File: src/rtl/can_pkg.sv
// Shared CAN definitions for the receive path: stuffing rule constants and
// the destuffer state encoding, which the frame decoder also uses.
package can_pkg;

   // Length of an equal-bit run after which a complementary stuff bit must follow
   localparam int CAN_STUFF_LEN = 5;

   // Bus level of a dominant bit
   localparam logic CAN_DOMINANT = 1'b0;

   // Destuffer states (plain constants so legacy decoders can compare against them)
   localparam logic [1:0] ST_IDLE   = 2'd0;
   localparam logic [1:0] ST_RUN    = 2'd1;
   localparam logic [1:0] ST_EXPECT = 2'd2;
   localparam logic [1:0] ST_ERROR  = 2'd3;

   // Run length after accepting bit b, given the previous bit and run length
   function automatic logic [2:0] can_run_next(input logic b, input logic last,
                                               input logic [2:0] run);
      return (b == last) ? run + 3'd1 : 3'd1;
   endfunction

endpackage

File: src/rtl/can_bit_destuff.sv
// CAN receive bit destuffer: removes stuff bits from SOF through the CRC
// field, flags stuff errors and counts removed stuff bits.
module can_bit_destuff
   import can_pkg::*;
#(
   parameter int STUFF_LEN = CAN_STUFF_LEN,
   parameter int CNT_W     = 8
) (
   input  logic             clk,
   input  logic             rst,
   input  logic             sample_en,
   input  logic             rx_bit,
   input  logic             stuff_en,
   input  logic             err_clr,
   output logic             dout,
   output logic             dout_valid,
   output logic             stuff_bit,
   output logic             stuff_err,
   output logic [CNT_W-1:0] stuff_cnt
);

   localparam logic [2:0] RUN_MAX = 3'(STUFF_LEN);

   logic [1:0]       state_q, state_d;
   logic [2:0]       run_len_q, run_len_d;
   logic             last_bit_q, last_bit_d;
   logic             dout_q, dout_d;
   logic             dout_valid_q, dout_valid_d;
   logic             stuff_bit_q, stuff_bit_d;
   logic             stuff_err_q, stuff_err_d;
   logic [CNT_W-1:0] stuff_cnt_q, stuff_cnt_d;
   logic [2:0]       run_nxt;

   assign run_nxt = can_run_next(rx_bit, last_bit_q, run_len_q);

   // Next-state logic: everything advances only on sample strobes, except the
   // error clear, which must not be lost when it arrives between sample points.
   always_comb begin
      state_d      = state_q;
      run_len_d    = run_len_q;
      last_bit_d   = last_bit_q;
      dout_d       = dout_q;
      dout_valid_d = 1'b0;
      stuff_bit_d  = 1'b0;
      stuff_err_d  = stuff_err_q & ~err_clr;
      stuff_cnt_d  = stuff_cnt_q;

      case (state_q)
         ST_IDLE: begin
            if (sample_en) begin
               dout_d       = rx_bit;
               dout_valid_d = 1'b1;
               if (stuff_en) begin
                  // SOF opens a new run
                  last_bit_d = rx_bit;
                  run_len_d  = 3'd1;
                  state_d    = (RUN_MAX == 3'd1) ? ST_EXPECT : ST_RUN;
               end
            end
         end

         ST_RUN: begin
            if (sample_en) begin
               dout_d       = rx_bit;
               dout_valid_d = 1'b1;
               if (!stuff_en) begin
                  run_len_d = 3'd0;
                  state_d   = ST_IDLE;
               end else begin
                  last_bit_d = rx_bit;
                  run_len_d  = run_nxt;
                  if (run_nxt == RUN_MAX) state_d = ST_EXPECT;
               end
            end
         end

         ST_EXPECT: begin
            if (sample_en) begin
               if (!stuff_en) begin
                  // Stuffing region ended; the pending stuff bit is not owed
                  dout_d       = rx_bit;
                  dout_valid_d = 1'b1;
                  run_len_d    = 3'd0;
                  state_d      = ST_IDLE;
               end else if (rx_bit != last_bit_q) begin
                  // Stuff bit: drop it, but it seeds the next run
                  stuff_bit_d = 1'b1;
                  if (stuff_cnt_q != '1) stuff_cnt_d = stuff_cnt_q + 1'b1;
                  last_bit_d  = rx_bit;
                  run_len_d   = 3'd1;
                  state_d     = ST_RUN;
               end else begin
                  // A new error overrides a simultaneous clear
                  stuff_err_d = 1'b1;
                  state_d     = ST_ERROR;
               end
            end
         end

         default: begin
            if (err_clr || (sample_en && !stuff_en)) begin
               run_len_d = 3'd0;
               state_d   = ST_IDLE;
            end
         end
      endcase
   end

   // State and output registers with synchronous reset
   always_ff @(posedge clk) begin
      if (rst) begin
         state_q      <= ST_IDLE;
         run_len_q    <= 3'd0;
         last_bit_q   <= 1'b1;
         dout_q       <= 1'b0;
         dout_valid_q <= 1'b0;
         stuff_bit_q  <= 1'b0;
         stuff_err_q  <= 1'b0;
         stuff_cnt_q  <= '0;
      end else begin
         state_q      <= state_d;
         run_len_q    <= run_len_d;
         last_bit_q   <= last_bit_d;
         dout_q       <= dout_d;
         dout_valid_q <= dout_valid_d;
         stuff_bit_q  <= stuff_bit_d;
         stuff_err_q  <= stuff_err_d;
         stuff_cnt_q  <= stuff_cnt_d;
      end
   end

   assign dout       = dout_q;
   assign dout_valid = dout_valid_q;
   assign stuff_bit  = stuff_bit_q;
   assign stuff_err  = stuff_err_q;
   assign stuff_cnt  = stuff_cnt_q;

endmodule

File: config.mk
export PLATFORM = sky130hd
export DESIGN_NAME = can_bit_destuff
export DESIGN_NICKNAME = d
export VERILOG_FILES = /design/src/rtl/can_pkg.sv /design/src/rtl/can_bit_destuff.sv
export SDC_FILE = /design/constraint.sdc
export NUM_CORES = 1
export LEC_CHECK = 0
export ABC_AREA = 1
export BUFFER_PORTS_ARGS = -buffer_cell sky130_fd_sc_hd__buf_4
export CELL_PAD_IN_SITES_DETAIL_PLACEMENT = 0
export CELL_PAD_IN_SITES_GLOBAL_PLACEMENT = 1
export CORE_MARGIN = 4
export CORE_UTILIZATION = 39
export CTS_BUF_LIST = sky130_fd_sc_hd__clkbuf_4 sky130_fd_sc_hd__clkbuf_8
export CTS_CLUSTER_DIAMETER = 40
export DETAILED_ROUTE_END_ITERATION = 8
export MAX_ROUTING_LAYER = met4
export PLACE_DENSITY = 0.85
export SLEW_MARGIN = 20
export SYNTH_ARGS = -nofsm -noshare
export SYNTH_HDL_FRONTEND = slang
export SYNTH_SLANG_ARGS = --single-unit
File: constraint.sdc
create_clock -name clk -period 1.4 [get_ports clk]
set_input_delay 0.07 -clock clk [delete_from_list [all_inputs] [get_ports clk]]
set_output_delay 0.07 -clock clk [all_outputs]
set_load 0.1 [all_outputs]
==> flow_summary.yaml, run 1 <==
setup_path:
  crit_type: "reg2reg"
  worstPathArrival_ns: 1.48
  worst_ep_required_time_ns: 1.59
  r2r_start: "state_q[1]"
  setup.worst_path.end_class: "register"
  timing.critical_path.from: "state_q[1]"
  startpoint_type: "register"
  cp_max_fo: 7
layout:
  mostFrequentLayoutCell: "nand2_1"
  area_delta_synth_final_pct: 22.4
  fin_area_um2: 1280
  final_cell_mix: "52 x nand2_1, 27 x nor2_1, 22 x inv_1"
  drive_gt1_share_pct: 22.3
  num-fill-cells: 268
  diodes: 0
  final_nets: 197
  final_util_pct: 50.7
grt:
  overflow: 0
  grt_pass1_wl_um: 4060
  antenna_found_initial: 0
  grt_usage_pct: 15.4
  grt_max_degree: 12
  grt_pass1_vias: 936
worst_hold_path:
  hold_path.startpoint: "rst"
  hold_class: "in2reg"
yosys:
  yosys_warnings: 0
  synth-seq-cells: 18
  synth-seq-area-share_pct: 34.5
  async_flop_share_pct: 0
  syn-num-nets: 176
  ys.flop_type: "dfxtp_1"
  avgSynthCellArea_um2: 6.22
  synth_edf_count: 0
  ys_types: 22
  synthCells: 168
  syn-cell-area_um2: 1040
cts:
  postCtsHoldBufs: 0
  clockBufferDepth: 2
  clkTransAtPathRegs_ns: 0.11
  numCtsBuffers: 3
  cts_tree: "done"
  cts_num_sinks: 18
  root_buffer: "clkbuf_4"
  worstSkewPairLatency_ns: 0.29
  htreeDepth: 1
floorplan:
  io_pins: 18
  fp.dieH_um: 59.8
  die_x_um: 59.8
  initial_utilization_pct: 41.4
  die_area_um2: 3570
  placeableCoreArea_um2: 2520
  rows: 18
timing:
  fin_tns_setup_ns: 0
  worst_pin_slew_ns: 0.290
  max_clock_freq_mhz: 775
  finalCritPeriodShare_pct: 92.2
  rsz0062_at_grt: "no"
  maxSlewViolCount: 0
  hold_viol: 0
  relSlewSlack_pct: 80.6
  finalClockSkew_ns: 0.00491
  timing.final.crit_period_ns: 1.29
  setup_viol: 0
placement:
  dpl_cell_area_um2: 1250
  io_buffers: 17
  dp_hpwl_um: 1760
  gp_congestion: 0.807
power_and_ir_drop:
  peakVddDrop_v: 0.000513
  p_seq_share_pct: 52.3
  powerDensity_nw_per_um2: 819
  total_power_w: 0.00105
  switching_share_pct: 33.1
  combPwrFrac_pct: 22.0
  p_leak_nw: 0.614
  pwr-share-clk_pct: 25.7
  internal-power_w: 0.000700
  p_switching_w: 0.000347
drt:
  vias_per_cell: 4.78
  drc_errors: 0
  first_iter_violations: 47
  via_count: 1042
  dr.pass1.iters: 4
  ant_nets: 0
  totalWireLength_um: 2350
  wire_per_inst_um: 10.8
run_status:
  status: "completed"
job:
  maxCapViolations: 0
[power by group through the flow]
stage | combinational [W] | clock [W] | sequential (W)
floorplan | 0.000135 | 0 | 0.000596
global placement | 0.000229 | 0 | 0.000557
detailed placement | 0.000230 | 0 | 0.000558
CTS | 0.000232 | 0.000279 | 0.000546
global route | 0.000264 | 0.000307 | 0.000552
finish | 0.000230 | 0.000269 | 0.000547
[per-stage QoR]
step / hold WS [ns] / instances / worst slack (ns)
after floorplan: 0.224 / 168 / 0.00360
after global placement: 0.338 / 214 / 0.166
after detailed placement: 0.341 / 214 / 0.0927
after CTS: 0.0224 / 218 / 0.0711
after global routing: 0.0209 / 218 / 0.00295
final: 0.0231 / 218 / 0.109
[worst paths after layout]
| kind | to | slack [ns] | depth (start not counted) |
|---|---|---|---|
| setup / recovery | stuff_cnt[1] | 0.11 | 5 |
| hold / removal | stuff_cnt[7] | 0.02 | 2 |
| setup reg to reg | stuff_cnt[1] | 0.11 | 5 |
| hold reg to reg | last_bit_q | 0.49 | 2 |
[cells by family after synthesis]
kind of cell | after synthesis | synth area share (%)
fa+ha+maj | 2 | 2.39
buf+inv | 25 | 8.98
compound gates | 13 | 6.47
simple gates | 109 | 46.8
xor+xnor | 1 | 0.838
flops | 18 | 34.5
[synth_stat cells (2+ instances only)]
cell      n  share of area [%]
a21oi_1   7                3.4
dfxtp_1  18                 34
ha_1      2                2.4
inv_1    23                8.3
nand2_1  52                 19
nand2_2   4                2.4
nand3_1  16                7.7
nor2_1   27                9.7
nor2_4    2                2.2
o21ai_0   5                2.4
[repair_timing]
action                     4_1_cts  5_1_grt
setup endpoints to repair        0        4
resized for setup                0        3
buffers inserted                 0        0
[flip-flops by register name, indices dropped and copies added, names as in the netlist]
register    flops
stuff_bit       1
stuff_err       1
last_bit_q      1
dout_valid      1
state_q         2
stuff_cnt       8
dout            1
run_len_q       3
[final cells by class]
type | instances | area (um^2) | area share, %
multi-input cells | 125 | 608 | 47.6
flip-flops and latches | 18 | 389 | 30.4
repair buffers | 17 | 128 | 9.98
inverters | 24 | 90.1 | 7.04
well taps | 30 | 37.5 | 2.94
clock buffers | 3 | 22.5 | 1.76
clock inverters | 1 | 3.75 | 0.294
[layer usage]
| layer | part of all wire, % | up-vias | wire length, um | track usage, % |
|---|---|---|---|---|
| met5 | 0 | - | 0 | - |
| met4 | 0.98 | 0 | 23 | 7.28 |
| met3 | 4.3 | 4 | 102 | 1.94 |
| met2 | 48 | 19 | 1120 | 24.7 |
| met1 | 47 | 460 | 1100 | 19.0 |
| li1 | - | 559 | - | - |
[worst max-delay path, cell delays in order (launching register included)]
cell     delay [ns]
dfxtp_1        0.46
nand4_2        0.18
nor2_4         0.24
nand2_4        0.10
o21ai_0        0.16
nor2_1         0.05
No activity file was read; power rests on OpenSTA's default activity.
==> inputs of run 2 (changes only) <==
--- a/config.mk
+++ b/config.mk
@@ -9,6 +9,7 @@
 export BUFFER_PORTS_ARGS = -buffer_cell sky130_fd_sc_hd__buf_4
 export CELL_PAD_IN_SITES_DETAIL_PLACEMENT = 0
 export CELL_PAD_IN_SITES_GLOBAL_PLACEMENT = 1
+export CORE_ASPECT_RATIO = 0.6
 export CORE_MARGIN = 4
 export CORE_UTILIZATION = 39
 export CTS_BUF_LIST = sky130_fd_sc_hd__clkbuf_4 sky130_fd_sc_hd__clkbuf_8
@@ -16,6 +17,7 @@
 export DETAILED_ROUTE_END_ITERATION = 8
 export MAX_ROUTING_LAYER = met4
 export PLACE_DENSITY = 0.85
+export SKIP_CTS_REPAIR_TIMING = 1
 export SLEW_MARGIN = 20
 export SYNTH_ARGS = -nofsm -noshare
 export SYNTH_HDL_FRONTEND = slang
==> flow_summary.yaml, run 2 (same netlist as run 1, synthesis figures left out) <==
run_status:
  status: "completed"
floorplan:
  placeableCoreArea_um2: 2520
  initial_utilization_pct: 41.4
  rows: 14
  io_pins: 18
  die_x_um: 74.8
  fp.dieH_um: 48.1
  die_area_um2: 3600
cts:
  root_buffer: "clkbuf_8"
  numCtsBuffers: 3
  cts_num_sinks: 18
  cts_tree: "done"
  worstSkewPairLatency_ns: 0.26
  htreeDepth: 1
  clockBufferDepth: 2
  clkTransAtPathRegs_ns: 0.07
setup_path:
  startpoint_type: "register"
  worst_ep_required_time_ns: 1.59
  setup.worst_path.end_class: "register"
  r2r_start: "stuff_cnt[0]"
  crit_type: "reg2reg"
  reg2reg_slack_ns: 0.11
  r2r_cells: 8
  slowest_delay_ns: 0.37
  path_cells: "ha_4 -> nand3_1 -> inv_1 -> nand2_4 -> inv_1 -> nor2_2 -> nand2_1 -> a21oi_1"
  worstPathArrival_ns: 1.48
  critPathSlowestCell: "dfxtp_4"
  path_common_cell: "inv_1"
  r2r_end: "stuff_cnt[7]"
  cp_max_fo: 7
worst_hold_path:
  hold_path_end: "stuff_cnt[2]"
  hold_class: "in2reg"
  holdPathStages: 2
  hold_path.startpoint: "rst"
layout:
  area_delta_synth_final_pct: 25.1
  largest_register_ffs: 8
  diodes: 0
  mostFrequentLayoutCell: "nand2_1"
  drive_gt1_share_pct: 22.8
  final_util_pct: 51.8
  final_cell_mix: "52 x nand2_1, 27 x nor2_1, 22 x inv_1"
  final_nets: 198
timing:
  finalCritPeriodShare_pct: 91.9
  max_clock_freq_mhz: 777
  relSlewSlack_pct: 75.5
  hold_viol: 0
  timing.final.crit_period_ns: 1.29
  hold-worst-slack_ns: 0.0518
  finalClockSkew_ns: 0.00177
  worst_pin_slew_ns: 0.365
  fin_tns_setup_ns: 0
  rsz0062_at_grt: "no"
  maxSlewViolCount: 0
  setup_viol: 0
grt:
  grt_pass1_vias: 851
  grt_max_degree: 12
  overflow: 0
  antenna_found_initial: 0
  grt_pass1_wl_um: 3940
  grt_usage_pct: 15.5
placement:
  dp_hpwl_um: 1970
  gp_congestion: 0.798
  io_buffers: 17
power_and_ir_drop:
  peakVddDrop_v: 0.000347
  p_leak_nw: 0.628
  powerDensity_nw_per_um2: 895
drt:
  ant_nets: 0
  top_layer_used: "met4"
  vias_per_cell: 4.83
  totalWireLength_um: 2530
  wire_per_inst_um: 11.4
  dr.pass1.iters: 4
  first_iter_violations: 46
  via_count: 1068
  m1WireLength_um: 1390
  met2_length_um: 957
  wl_met3_um: 160
  drc_errors: 0
job:
  maxCapViolations: 0
[run 2: worst max path at each step]
stage / start / end / slack [ns] / cells past startpoint
4_1_cts: stuff_cnt[0] / stuff_cnt[7] / 0.07 / 8
5_1_grt: stuff_cnt[0] / stuff_cnt[7] / 0.006 / 8
3_5_place_dp: stuff_cnt[0] / stuff_cnt[0] / 0.10 / 8
2_1_floorplan: stuff_cnt[5] / stuff_cnt[1] / 0.004 / 7
3_3_place_gp: stuff_cnt[0] / stuff_cnt[7] / 0.15 / 8
6_report: stuff_cnt[0] / stuff_cnt[7] / 0.11 / 8
[run 2: routing by layer]
metal / vias to the layer above / global-route usage, %
met2: 28 / 20.9
met5: - / -
met3: 5 / 4.94
met4: 0 / 4.26
met1: 468 / 21.9
li1: 567 / -
[run 2: cell type report]
cell class	instances	area [um^2]
fillers	268	1210
repair buffers	18	135
flip-flops and latches	18	389
well taps	32	40.0
inverters	24	90.1
multi-input cells	125	608
clock buffers	3	41.3
clock inverters	1	3.75
[run 2: power by group]
group,switching [W],internal (W),total (W)
sequential,0.0000241,0.000525,0.000549
clock,0.000191,0.000196,0.000387
combinational,0.000162,0.0000722,0.000234
[run 2: worst max-delay path: cells and delay by family, from the launching register on]
family | cells | cell delay, ns
and+or+nand+nor | 4 | 0.42
DFF | 1 | 0.37
adders and majority gates | 1 | 0.17
buffers and inverters | 2 | 0.14
AOI/OAI and AO/OA | 1 | 0.12
[run 2: metrics by stage]
stage / total power [W] / cell area (um^2) / std cells / setup slack [ns]
final: 0.00117 / 1310 / 221 / 0.113
after global routing: 0.00122 / 1310 / 221 / 0.00593
after CTS: 0.00117 / 1290 / 220 / 0.0735
after detailed placement: 0.000791 / 1250 / 216 / 0.103
after global placement: 0.000789 / 1250 / 216 / 0.151
after floorplan: 0.000731 / 1080 / 168 / 0.00360
==> inputs of run 3 (changes only) <==
--- a/config.mk
+++ b/config.mk
@@ -10,7 +10,6 @@
 export CELL_PAD_IN_SITES_DETAIL_PLACEMENT = 0
 export CELL_PAD_IN_SITES_GLOBAL_PLACEMENT = 1
 export CORE_ASPECT_RATIO = 0.6
-export CORE_MARGIN = 4
 export CORE_UTILIZATION = 39
 export CTS_BUF_LIST = sky130_fd_sc_hd__clkbuf_4 sky130_fd_sc_hd__clkbuf_8
 export CTS_CLUSTER_DIAMETER = 40
==> flow_summary.yaml, run 3 (same netlist as run 1, synthesis figures left out) <==
run_status:
  status: "completed"
timing:
  max_clock_freq_mhz: 778
  timing.final.crit_period_ns: 1.29
  maxSlewViolCount: 0
  finalCritPeriodShare_pct: 91.8
  worst_pin_slew_ns: 0.374
  hold_viol: 0
  setup_viol: 0
  relSlewSlack_pct: 74.9
  finalClockSkew_ns: 0.00790
  fin_tns_setup_ns: 0
  rsz0062_at_grt: "no"
setup_path:
  worstPathArrival_ns: 1.47
  startpoint_type: "register"
  crit_type: "reg2reg"
  reg2reg_slack_ns: 0.11
  timing.critical_path.from: "stuff_cnt[0]"
  worst_ep_required_time_ns: 1.58
  cp_max_fo: 7
  r2r_start: "stuff_cnt[0]"
  r2r_cells: 8
  setup.worst_path.end_class: "register"
placement:
  dp_hpwl_um: 1990
  dpl_cell_area_um2: 1250
  place_inst: 216
  gp_congestion: 0.813
  io_buffers: 17
drt:
  wire_per_inst_um: 11.2
  dr.pass1.iters: 4
  drc_errors: 0
  ant_nets: 0
  vias_per_cell: 4.67
  via_count: 1033
  totalWireLength_um: 2470
  first_iter_violations: 65
floorplan:
  initial_utilization_pct: 41.4
  placeableCoreArea_um2: 2520
  fp.dieH_um: 42.1
  io_pins: 18
  die_x_um: 68.8
  die_area_um2: 2900
  rows: 14
grt:
  antenna_found_initial: 0
  grt_pass1_vias: 901
  overflow: 0
  grt_pass1_wl_um: 4270
  grt_max_degree: 12
  grt_usage_pct: 21.0
cts:
  clockBufferDepth: 2
  cts_tree: "done"
  clkTransAtPathRegs_ns: 0.07
  htreeDepth: 1
  cts_num_sinks: 18
  worstSkewPairLatency_ns: 0.25
  root_buffer: "clkbuf_8"
  numCtsBuffers: 3
layout:
  regArea_um2: 389
  finalNonFillerCells: 221
  drive_gt1_share_pct: 23.3
  diodes: 0
  multi_input_area_um2: 608
  fin_area_um2: 1310
  area_delta_synth_final_pct: 25.5
  final_nets: 198
  final_cell_mix: "52 x nand2_1, 27 x nor2_1, 22 x inv_1"
  mostFrequentLayoutCell: "nand2_1"
  largest_register_ffs: 8
  num-fill-cells: 260
worst_hold_path:
  hold_path.startpoint: "rst"
  hold_class: "in2reg"
  holdPathStages: 2
job:
  maxCapViolations: 0
power_and_ir_drop:
  peakVddDrop_v: 0.000460
  total_power_w: 0.00118
  powerDensity_nw_per_um2: 896
  p_leak_nw: 0.631
## run 3: path summary, 6_finish.rpt
kind	to
worst max register to register	stuff_cnt[0]
worst min register to register	stuff_cnt[2]
worst max-delay path	stuff_cnt[0]
worst min-delay path	stuff_cnt[2]
## run 3: final cells by class
type	instances	area share [%]
Multi-Input combinational cell	125	46.4
Sequential cell	18	29.7
Timing Repair Buffer	18	10.3
Inverter	24	6.87
Clock buffer	4	3.72
Tap cell	32	3.05
## run 3: power breakdown
group / internal (W) / switching [W]
clock network: 0.000221 / 0.000168
registers: 0.000525 / 0.0000236
logic: 0.0000726 / 0.000164
## run 3: layer usage
metal / routed length [um] / track usage [%] / up-vias
met1: 1410 / 32.8 / 442
met2: 924 / 26.3 / 24
met5: 0 / - / -
met3: 128 / 6.52 / 0
li1: - / - / 567
met4: 0 / 2.45 / 0
## run 3: critical path, cell delays in order, from the launching register on
cell and delay (ns):
dfxtp_4 0.37, ha_4 0.17, nand3_1 0.09, inv_1 0.08
nand2_4 0.11, inv_1 0.06, nor2_2 0.14, nand2_1 0.06
a21oi_1 0.12
## run 3: metrics by stage
step                hold slack, ns  utilization, %  setup WS [ns]
global route                0.0729            52.0        0.00699
global placement             0.322            49.5          0.148
CTS                         0.0559            51.4         0.0610
finish                      0.0585            52.0          0.115
detailed placement           0.327            49.5         0.0769
floorplan                    0.224               -        0.00360
